File: config.mk
export PLATFORM = sky130hd
export DESIGN_NAME = uart_rx_frontend_flat
export DESIGN_NICKNAME = d
export VERILOG_FILES = /design/src/rtl/uart_rx_frontend_if.sv /design/src/rtl/uart_rx_frontend.sv /design/src/flat_wrapper.sv
export SDC_FILE = /design/constraint.sdc
export NUM_CORES = 1
export LEC_CHECK = 0
export ABC_AREA = 1
export CORE_UTILIZATION = 30
export DETAILED_ROUTE_END_ITERATION = 7
export PLACE_DENSITY = 0.53
export RECOVER_POWER = 50
export SYNTH_ARGS = -nofsm -noshare
export SYNTH_HDL_FRONTEND = slang
export SYNTH_SLANG_ARGS = --single-unit
export TNS_END_PERCENT = 1
File: constraint.sdc
create_clock -name pclk -period 2 [get_ports pclk]
set_clock_uncertainty 0.05 [all_clocks]
set_input_delay 0.5 -clock pclk [delete_from_list [all_inputs] [get_ports pclk]]
set_output_delay 0.5 -clock pclk [all_outputs]
set_load 0.005 [all_outputs]
File: src/rtl/uart_rx_frontend_if.sv
// uart_rx_frontend_if: received-byte handshake and status pulses between the UART receiver and its consumer
interface uart_rx_frontend_if;
  logic [7:0] rx_data;
  logic       rx_valid;
  logic       rx_ready;
  logic       frame_err;
  logic       overrun;
  logic       busy;
  modport master (output rx_data, rx_valid, frame_err, overrun, busy, input rx_ready);
  modport slave  (input rx_data, rx_valid, frame_err, overrun, busy, output rx_ready);
endinterface

File: src/rtl/uart_rx_frontend.sv
// uart_rx_frontend: 8N1 UART receiver with mid-bit sampling, one-entry valid/ready
// holding register, and single-cycle framing-error / overrun pulses.
module uart_rx_frontend #(
  parameter int CLKS_PER_BIT = 10417
) (
  input  logic               pclk,
  input  logic               Reset,
  input  logic               rx,
  uart_rx_frontend_if.master bus
);
  localparam int CW = $clog2(CLKS_PER_BIT);
  localparam logic [CW-1:0] HALF = CW'(CLKS_PER_BIT / 2 - 1);
  localparam logic [CW-1:0] FULL = CW'(CLKS_PER_BIT - 1);
  typedef enum logic [2:0] {IDLE, START, DATA, STOP, WAIT_HIGH} state_e;
  state_e        state_q, state_d;
  logic [1:0]    sync_q, sync_d;
  logic [CW-1:0] cnt_q, cnt_d;
  logic [2:0]    idx_q, idx_d;
  logic [7:0]    shift_q, shift_d;
  logic [7:0]    data_q, data_d;
  logic          valid_q, valid_d;
  logic          ferr_q, ferr_d;
  logic          ovr_q, ovr_d;
  logic          rx_s, bit_end, stop_end, good, load;
  assign rx_s = sync_q[1];
  always_ff @(posedge pclk or negedge Reset) begin
    if (!Reset) begin
      state_q <= IDLE;
      sync_q  <= 2'b11;
      cnt_q   <= '0;
      idx_q   <= '0;
      shift_q <= '0;
      data_q  <= '0;
      valid_q <= 1'b0;
      ferr_q  <= 1'b0;
      ovr_q   <= 1'b0;
    end else begin
      state_q <= state_d;
      sync_q  <= sync_d;
      cnt_q   <= cnt_d;
      idx_q   <= idx_d;
      shift_q <= shift_d;
      data_q  <= data_d;
      valid_q <= valid_d;
      ferr_q  <= ferr_d;
      ovr_q   <= ovr_d;
    end
  end
  always_comb begin
    state_d = state_q;
    case (state_q)
      IDLE:      state_d = rx_s ? IDLE : START;
      START:     state_d = (cnt_q == HALF) ? (rx_s ? IDLE : DATA) : START;
      DATA:      state_d = (cnt_q == FULL && idx_q == 3'd7) ? STOP : DATA;
      STOP:      state_d = (cnt_q == FULL) ? (rx_s ? IDLE : WAIT_HIGH) : STOP;
      WAIT_HIGH: state_d = rx_s ? IDLE : WAIT_HIGH;
      default:   state_d = IDLE;
    endcase
  end
  // bit_end marks the mid-bit sampling edge of whichever bit is in flight
  always_comb begin
    sync_d   = {sync_q[0], rx};
    bit_end  = (state_q == START) ? (cnt_q == HALF) :
               (state_q == DATA || state_q == STOP) ? (cnt_q == FULL) : 1'b0;
    cnt_d    = (state_q inside {START, DATA, STOP}) && !bit_end ? cnt_q + 1'b1 : '0;
    idx_d    = (state_q == DATA) ? idx_q + 3'(bit_end) : '0;
    shift_d  = shift_q;
    if (state_q == DATA && bit_end) shift_d[idx_q] = rx_s;
    stop_end = (state_q == STOP) && bit_end;
    good     = stop_end && rx_s;
    load     = good && (!valid_q || bus.rx_ready);
    data_d   = load ? shift_q : data_q;
    valid_d  = load || (valid_q && !bus.rx_ready);
    ferr_d   = stop_end && !rx_s;
    ovr_d    = good && valid_q && !bus.rx_ready;
  end
  always_comb begin
    bus.busy      = state_q != IDLE;
    bus.rx_data   = data_q;
    bus.rx_valid  = valid_q;
    bus.frame_err = ferr_q;
    bus.overrun   = ovr_q;
  end
endmodule

File: src/flat_wrapper.sv
// flat-port wrapper written by rule: the top's interface ports become plain ports
module uart_rx_frontend_flat 
#(
  parameter int CLKS_PER_BIT = 10417
)
  (pclk, Reset, rx, bus_rx_data, bus_rx_valid, bus_frame_err, bus_overrun, bus_busy, bus_rx_ready);
  uart_rx_frontend_if bus_i ();
  input  logic pclk;
  input  logic Reset;
  input  logic rx;
  output wire logic [$bits(bus_i.rx_data)-1:0] bus_rx_data;
  output wire logic [$bits(bus_i.rx_valid)-1:0] bus_rx_valid;
  output wire logic [$bits(bus_i.frame_err)-1:0] bus_frame_err;
  output wire logic [$bits(bus_i.overrun)-1:0] bus_overrun;
  output wire logic [$bits(bus_i.busy)-1:0] bus_busy;
  input wire logic [$bits(bus_i.rx_ready)-1:0] bus_rx_ready;
  assign bus_rx_data = bus_i.rx_data;
  assign bus_rx_valid = bus_i.rx_valid;
  assign bus_frame_err = bus_i.frame_err;
  assign bus_overrun = bus_i.overrun;
  assign bus_busy = bus_i.busy;
  assign bus_i.rx_ready = bus_rx_ready;
  uart_rx_frontend #(.CLKS_PER_BIT(CLKS_PER_BIT)) u_core (.pclk(pclk), .Reset(Reset), .rx(rx), .bus(bus_i));
endmodule
==> results of run 1 <==
## final cells by class
| class | instances | area [um2] |
|---|---|---|
| fillers | 744 | 4264 |
| flip-flops and latches | 41 | 1030 |
| multi-input cells | 183 | 947.2 |
| repair buffers | 21 | 188.9 |
| inverters | 44 | 166.4 |
| well taps | 96 | 120.1 |
| clock buffers | 5 | 68.82 |
| clock inverters | 3 | 46.29 |
## registers in the layout, summed over array words and instances, names as in the netlist
signal / flops
u_core.shift_q: 8
u_core.bus.rx_data: 8
u_core.bus.rx_valid: 1
u_core.cnt_q: 14
u_core.state_q: 3
u_core.sync_q: 2
u_core.idx_q: 3
u_core.bus.frame_err: 1
u_core.bus.overrun: 1
## synthesized netlist by cell type (all sizes together)
library cell	count	area [um2]
dfrtp	39	975.9
a21oi	2	10.01
ha	4	50.05
clkinv	1	5.000
inv	43	161.4
xor2	5	43.79
nor2	46	204.0
clkbuf	1	3.750
dfstp	2	52.55
nand4	5	46.29
nand3	21	110.1
xnor2	3	26.28
nor3	8	40.04
nand2	77	301.5
o2111ai	1	8.760
buf	3	23.77
o21ai	4	20.02
o21bai	7	56.30
## timing repair
item,CTS,global route
resized for setup,2,9
cloned,0,0
setup buffers,0,2
endpoints found under the setup margin,1,3
pin swaps,0,4
hold endpoints to repair,0,0
## through the flow
step	util [%]	instances
2_1_floorplan	-	272
3_3_place_gp	35.42	383
3_5_place_dp	35.42	383
4_1_cts	37.16	391
5_1_grt	37.58	393
6_report	37.58	393
## placed cells by master (no fill, tap or decap)
cell / netlist / layout
clkbuf_8: 0 / 5
clkbuf_1: 1 / 1
clkinv_4: 0 / 1
nand2_2: 2 / 4
o2111ai_1: 1 / 1
clkinv_2: 1 / 1
nand2_4: 1 / 1
nand2_1: 74 / 72
nor3_2: 0 / 3
ha_2: 0 / 1
o21bai_1: 6 / 6
xor2_1: 5 / 5
dfrtp_2: 0 / 1
clkbuf_2: 0 / 1
nor3_1: 8 / 5
clkinvlp_4: 0 / 1
nand3_1: 20 / 20
nand3_2: 1 / 1
nor2_8: 1 / 1
a21oi_1: 2 / 2
o21ai_0: 4 / 4
bufinv_16: 0 / 1
dfrtp_1: 39 / 38
dfstp_2: 2 / 2
nand4_1: 4 / 4
o21bai_2: 1 / 1
ha_1: 4 / 3
nand4_4: 1 / 1
nor2_1: 41 / 40
dlygate4sd3_1: 0 / 1
buf_4: 1 / 5
clkdlybuf4s50_1: 0 / 12
inv_1: 43 / 43
nor2_2: 3 / 3
xnor2_1: 3 / 3
nor2_4: 1 / 2
dlymetal6s2s_1: 0 / 1
## power by group through the flow
stage	combinational (mW)	sequential [mW]	clock (mW)
after floorplan	0.00516	0.849	0
after global placement	0.0290	0.852	0
after detailed placement	0.0295	0.852	0
after CTS	0.0295	0.836	0.706
after global routing	0.0276	0.837	0.746
final	0.0228	0.836	0.679
## worst register-to-register path, stage by stage, from the launching register on
cell	delay (ns)
dfrtp_1	0.39
ha_2	0.20
nand2_1	0.08
nor3_2	0.17
nand2_1	0.09
nand2_2	0.10
nand2_1	0.07
inv_1	0.05
ha_1	0.13
ha_1	0.22
inv_1	0.06
nor2_1	0.04
## how the worst min path moves through the flow
stage,endpoint,slack [ns],depth (start not counted),startpoint
after global routing,u_core.sync_q[1],0.32,0,u_core.sync_q[0]
final,u_core.cnt_q[5],0.30,1,Reset
after floorplan,u_core.bus.frame_err,0.15,0,Reset
after CTS,u_core.cnt_q[5],0.10,1,Reset
after global placement,u_core.sync_q[1],0.30,0,u_core.sync_q[0]
after detailed placement,u_core.sync_q[1],0.30,0,u_core.sync_q[0]
## routing by layer
layer	vias to the layer above	global-route usage [%]
li1	878	-
met1	789	17.14
met2	35	20.20
met3	7	3.429
met4	0	5.000
met5	-	0
## kinds of logic (layout without fill, tap and decap cells)
kind of cell	after synthesis	after routing	share of synthesized area, %
XOR/XNOR	8	8	3.275
buffers and inverters	48	73	9.064
adder cells (fa/ha/maj)	4	4	2.339
AND/OR/NAND/NOR	157	157	32.81
flip-flops	41	41	48.07
AO/OA/AOI/OAI	14	14	4.444
==> results.cfg, run 1 <==
[run_status]
run_status = completed

[final_layout]
antenna_cells = 0
nNetsFinal = 304
layout-drive-gt1-share_pct = 12.12
area_delta_synth_final_pct = 20.00
fin_area_mm2 = 0.002567

[yosys]
seq_area_frac_synth_pct = 48.07
syn_area_mm2 = 0.002140
synth_warnings = 0
postSynthAreaPerCell_um2 = 7.866
syn_nets = 280
synthCells = 272
yosysUniqueCellTypes = 28
ys_seq_elements = 41

[timing]
setup_tns_ns = 0
period_share_pct = 89.06
final-hold-violation-count = 0
clock.fmax_ghz = 0.5614
setup_slack_ns = 0.2188
setup_violations = 0
rsz0062_at_grt = no
relSlewSlack_pct = 30.42
timing.hold.ws_ns = 0.3020
slew_violations = 0
fin_crit_ns = 1.781
worstMarginPinSlew_ns = 1.044

[clocking]
clkTransAtPathRegs_ns = 0.09
cts_made_buffers = 5
cts.path.max_buffers = 2
htreeDepth = 2
cts_root_buf = clkbuf_8
cts_sinks = 41
cts_tree = yes
clock_latency_ns = 0.30
ctsHoldBuffers = 0

[power_and_ir_drop]
power.share.switching_pct = 21.30
cellPowerDensity_mw_per_mm2 = 598.8
pwr-share-clk_pct = 44.2
p_int_mw = 1.210
peakVddDrop_mv = 0.2554
p_leak_nw = 1.218
power_mw = 1.537
seqPwrFrac_pct = 54.4
pwr-share-comb_pct = 1.5
p_sw_mw = 0.3274

[floorplanning]
ioPinCount = 16
die_w_um = 86.45
start_util_pct = 31.32
coreArea_mm2 = 0.006832
num_rows = 30
die_height_um = 86.45
die_area_mm2 = 0.007474

[detailed_routing]
drtAntennaViolNets = 0
routed.top_layer = met4
drtIter0Drc = 102
m1WireLength_mm = 2.056
route.detailed.drc = 0
vias_per_cell = 4.349
wl_met2_mm = 1.803
routedWlPerCell_um = 10.40
firstDrtPassIters = 4
wirelength_mm = 4.086
via_count = 1709
route.met3.wl_um = 151

[hold_path]
hp-class = input port to asynchronous set/reset pin

[global_routing]
grt-ovfl-total = 0
track_usage_pct = 12.93
antenna_found_initial = 0
grt_start_max_net_pins = 23
grt_pass1_vias = 1653
grt_pass1_wl_mm = 7.465

[setup_path]
cp-end-kind = flop
critPathMaxFanout = 4
rr_worst_depth = 11
startpoint = u_core.cnt_q[0]
path_delay_family = adder cells
rr_endpoint = u_core.idx_q[1]
crit_cells = 11
cp_common_cell = nand2_1
cp_slowest_cell = dfrtp_1
r2r-start = u_core.cnt_q[0]
path_cells = ha_2 -> nand2_1 -> nor3_2 -> nand2_1 -> nand2_2 -> nand2_1 -> inv_1 -> ha_1 -> ha_1 -> inv_1 -> nor2_1
cp_num_buf_inv = 2
arrival_ns = 1.92
required_ns = 2.13
cp-start-kind = flop
r2r_slack_ns = 0.22
critical_path_class = flop to flop
cp_slowest_stage_delay_ns = 0.39
setup.worst_path.end = u_core.idx_q[1]

[placement]
gp_congestion = 0.8552
placed_area_mm2 = 0.002420
numPortBuffers = 15
dp.final_hpwl_mm = 3.061
place_ws_ns = 0.1677

[job]
cap_viol_max_count = 0
No activity file was read; power rests on OpenSTA's default activity.
==> run 2, diff against run 1 <==
Settings changed: HOLD_SLACK_MARGIN set to 0.05.
==> results of run 2 <==
No change in the layout: final DEF, timing and power equal those of run 1.
==> run 3, diff against run 2 <==
Settings changed: HOLD_SLACK_MARGIN 0.05 to 0.08.
==> results of run 3 <==
No change in the layout: final DEF, timing and power equal those of run 1.
